File: src/rtl/fifo_word_packer.sv
// Drain stage for a synchronous byte FIFO. It packs WORD_BYTES consecutive bytes into one
// little-endian word and presents it on a valid/ready output; flush emits a partial word.
module fifo_word_packer #(
    parameter int BYTE_W     = 8,
    parameter int WORD_BYTES = 4
) (
    input  logic                         clk,
    input  logic                         rst,
    input  logic                         fifo_empty,
    input  logic [BYTE_W-1:0]            fifo_data,
    output logic                         fifo_rd,
    input  logic                         flush,
    output logic                         out_valid,
    input  logic                         out_ready,
    output logic [BYTE_W*WORD_BYTES-1:0] out_data,
    output logic [3:0]                   out_nbytes
);

    localparam int                WORD_W   = BYTE_W * WORD_BYTES;
    localparam int                CNT_W    = 4;
    localparam logic [CNT_W-1:0]  FULL_CNT = CNT_W'(WORD_BYTES);

    logic [CNT_W-1:0]  cnt;
    logic [CNT_W-1:0]  cnt_land;
    logic              rd_pend;
    logic              asm_full;
    logic [WORD_W-1:0] asm_q;
    logic [WORD_W-1:0] asm_land;
    logic              out_free;
    logic              emit;

    // The *_land signals describe the assembly after this edge's in-flight byte
    // lands, so a word can complete and transfer on the same edge.
    always_comb begin
        // NOTE: every signal gets a default first so no latch can be inferred.
        asm_land = asm_q;
        for (int i = 0; i < WORD_BYTES; i++) begin
            if (rd_pend && cnt == CNT_W'(i)) begin
                asm_land[i*BYTE_W +: BYTE_W] = fifo_data;
            end
        end
        cnt_land = cnt + CNT_W'(rd_pend);
        out_free = !out_valid || out_ready;
        // A held word keeps requesting until the output register frees up.
        emit     = (cnt_land == FULL_CNT) || ((flush || asm_full) && cnt_land != '0);
        fifo_rd  = !rst && !fifo_empty && !asm_full && (cnt_land < FULL_CNT);
    end

    always_ff @(posedge clk or posedge rst) begin
        if (rst) begin
            // NOTE: the assembly register is reset too, because lanes above cnt must read 0.
            cnt        <= '0;
            rd_pend    <= 1'b0;
            asm_full   <= 1'b0;
            asm_q      <= '0;
            out_valid  <= 1'b0;
            out_data   <= '0;
            out_nbytes <= '0;
        end else begin
            // NOTE: state uses non-blocking assignments so every register sees pre-edge values.
            rd_pend <= fifo_rd;
            if (out_valid && out_ready) begin
                out_valid <= 1'b0;
            end
            if (emit && out_free) begin
                out_valid  <= 1'b1;
                out_data   <= asm_land;
                out_nbytes <= cnt_land;
                cnt        <= '0;
                asm_q      <= '0;
                asm_full   <= 1'b0;
            end else begin
                cnt      <= cnt_land;
                asm_q    <= asm_land;
                asm_full <= emit;
            end
        end
    end

endmodule

File: config.mk
export PLATFORM = sky130hd
export DESIGN_NAME = fifo_word_packer
export DESIGN_NICKNAME = d
export VERILOG_FILES = /design/src/rtl/fifo_word_packer.sv
export SDC_FILE = /design/constraint.sdc
export NUM_CORES = 1
export LEC_CHECK = 0
export CAP_MARGIN = 20
export CELL_PAD_IN_SITES_DETAIL_PLACEMENT = 1
export CELL_PAD_IN_SITES_GLOBAL_PLACEMENT = 1
export CORE_AREA = 2 2 93 95
export CTS_CLUSTER_SIZE = 12
export DETAILED_ROUTE_END_ITERATION = 6
export DIE_AREA = 0 0 95 97
export HOLD_SLACK_MARGIN = 0.03
export PLACE_DENSITY = 0.8
export SLEW_MARGIN = 15
export SYNTH_ARGS = -nofsm -noshare
export SYNTH_HDL_FRONTEND = slang
export SYNTH_SLANG_ARGS = --single-unit
File: constraint.sdc
create_clock -name clk -period 2.1 [get_ports clk]
set_input_delay 0.315 -clock clk [delete_from_list [all_inputs] [get_ports clk]]
set_output_delay 0.315 -clock clk [all_outputs]
set_load 0.005 [all_outputs]
==> reports/qor.yml <==
clocking:
  tritoncts: "built"
  cts_root_buffer: "clkbuf_8"
  clkLatencyLatePin_ps: 350
  hold_buffers: 0
  cts-buffers-inserted: 9
  cts.clk_slew.worst_paths_ps: 70
  cts_max_level: 3
  cts_sinks: 75
  clock_path_buffers: 2
drt:
  drtIter0Drc: 67
  antenna_left: 0
  drc: 0
  wl_um: 7810
  via_per_inst: 4.80
  vias: 2073
  first_pass_iters: 4
  routedWlPerCell_um: 18.1
setup_path:
  worst_r2r_endpoint: "out_nbytes[0]"
  crit_arrival_ps: 2510
  cp.required_ps: 2340
  startpoint_type: "flop"
  crit_type: "flop to flop"
  cp-end-kind: "flop"
  reg2regPathDepth: 9
  cp_max_fo: 5
  ff2ff_setup_slack_ps: -170
  r2r_start: "cnt[0]"
global_routing:
  grt_pass1_wl_um: 11700
  overflow: 0
  grt_max_degree: 76
  grt_pass1_vias: 2236
  antenna_found_initial: 0
  grt.total_usage: 0.168
placement:
  placed_area_um2: 3890
  place_congestion: 0.752
  port_buffers: 50
  place_ws_ps: -137
  place_hpwl_um: 4460
finish:
  nets: 337
  stdcell_area_um2: 4670
  multi_input_area_um2: 1380
  layout-drive-gt1-share: 0.370
  fillers: 788
  diodes: 0
  final_util: 0.574
  register_area_um2: 1880
  synthToLayoutAreaGrowth_pct: 50.6
synthesis:
  avgSynthCellArea_um2: 13.4
  synth_edf_count: 0
  synth_cells: 231
  yosysTopAreaCellShare: 0.605
  yosys_warnings: 0
  ys_types: 27
  synth-seq-cells: 75
  synthTopCellsByArea: "dfrtp_1 (61%), mux2i_1 (11%), mux2_2 (8.0%)"
  synth_top_area_cell: "dfrtp_1"
  syn-cell-area_um2: 3100
  synth_top_cells_by_count: "dfrtp_1 (75), mux2i_1 (35), mux2_2 (22), nor2_1 (22), inv_1 (19)"
  synth-async-reset-ratio: 1.00
  synthesis.nets: 246
  synth-seq-area-share: 0.605
  synth_flop_cell: "dfrtp_1"
  synth_most_common_cell: "dfrtp_1"
sta:
  finalSetupViolations: 59
  whs_ps: 431
  tightest_slew_ps: 423
  fmax_mhz: 440
  min_period_over_period: 1.08
  rsz0062_at_grt: "true"
  setup_tns_ps: -3790
  final_hold_viol_count: 0
  drv_slew: 0
  setup_slack_ps: -171
  final.setup_skew_ps: 8.34
  post-route-min-period_ps: 2270
  slew-limit-headroom: 0.710
outcome:
  failed_checks: "negative setup slack"
  status: "complete, but fails checks"
floorplanning:
  die-area_um2: 9220
  rows: 33
  start_util: 0.381
  die_h_um: 97
  core_um2: 8130
  io_pins: 51
  die_x_um: 95
run:
  maxCapViolCount: 0
power_and_ir_drop:
  power_density_nw_per_um2: 1420
  leakagePower_nw: 2.15
  ir_drop_mv: 0.611
worst_hold_path:
  min_path_type: "primary input to async pin"
registers in the layout, summed over array words and instances, names as in the netlist:
name and cells:
out_nbytes 4, cnt 4, asm_q 32, out_data 32, asm_full 1, rd_pend 1
out_valid 1
power breakdown:
| part | leakage (nW) | switching (mW) | internal [mW] |
|---|---|---|---|
| clock network | 0.0905 | 0.513 | 0.492 |
| registers | 1.02 | 0.211 | 1.89 |
| logic | 1.04 | 1.38 | 2.16 |
layout make-up:
type,instances,share of cell area
clock buffer,14,0.0348
clock inverter,2,0.00214
multi-input combinational,128,0.295
timing repair buffer,89,0.222
inverter,19,0.0161
sequential,75,0.402
tap,105,0.0281
stage by stage:
step	power, mW	cells
2_1_floorplan	3.36	231
3_3_place_gp	4.17	396
3_5_place_dp	4.27	396
4_1_cts	5.76	424
5_1_grt	7.01	432
6_report	6.64	432
critical path, cell delays in order (launching register included):
cell	delay (ps)
dfrtp_1	390
ha_2	210
ha_4	290
nor3b_2	40
mux2_4	290
mux2i_4	200
buf_12	170
buf_12	130
buf_16	130
mux2_4	290
routing by layer:
layer | GRT usage | vias up | part of all wire
met3 | 0.0436 | 10 | 0.039
li1 | - | 947 | -
met5 | 0 | - | 0
met1 | 0.220 | 1066 | 0.44
met4 | 0.0468 | 0 | 0.014
met2 | 0.273 | 50 | 0.51
cell families (layout without fill, tap and decap cells):
group,after synthesis,in the layout,share of synthesized area
AO/OA/AOI/OAI,1,1,0.00161
flip-flops,75,75,0.605
multiplexers,71,71,0.248
XOR/XNOR,3,3,0.00847
buffers and inverters,28,124,0.0424
AND/OR/NAND/NOR,51,51,0.0859
adder cells (fa/ha/maj),2,2,0.00807
how the worst max path moves through the flow:
stage	start	endpoint	slack (ps)	depth (start not counted)
after global placement	rd_pend	out_data[13]	6	7
after global routing	cnt[0]	out_data[4]	-240	9
after CTS	cnt[0]	out_data[12]	-110	7
after detailed placement	rd_pend	out_data[21]	-140	8
final	cnt[0]	out_nbytes[0]	-170	9
after floorplan	rd_pend	out_data[10]	-20	7
what timing repair did:
action	4_1_cts	5_1_grt
setup endpoints to repair	42	70
gates resized for setup	21	64
buffers inserted	10	4
pin swaps	3	11
cloned	2	5
layout by cell type (no fill, tap or decap), drive strengths merged:
master         instances
xnor2                  1
nand2b                 1
inv                   18
o21ai                  1
mux2i                 36
nor2b                 17
clkdlybuf4s15          1
nand4                  1
nand4b                 1
ha                     2
nand3                  1
nor2                  22
nor4bb                 1
nand2                  2
clkinvlp               1
clkbuf                18
clkinv                 2
and4b                  1
dfrtp                 75
nor3b                  1
xor2                   2
clkdlybuf4s50         49
nor3                   2
mux2                  35
buf                   35
and3                   1
No activity file was read; power rests on OpenSTA's default activity.
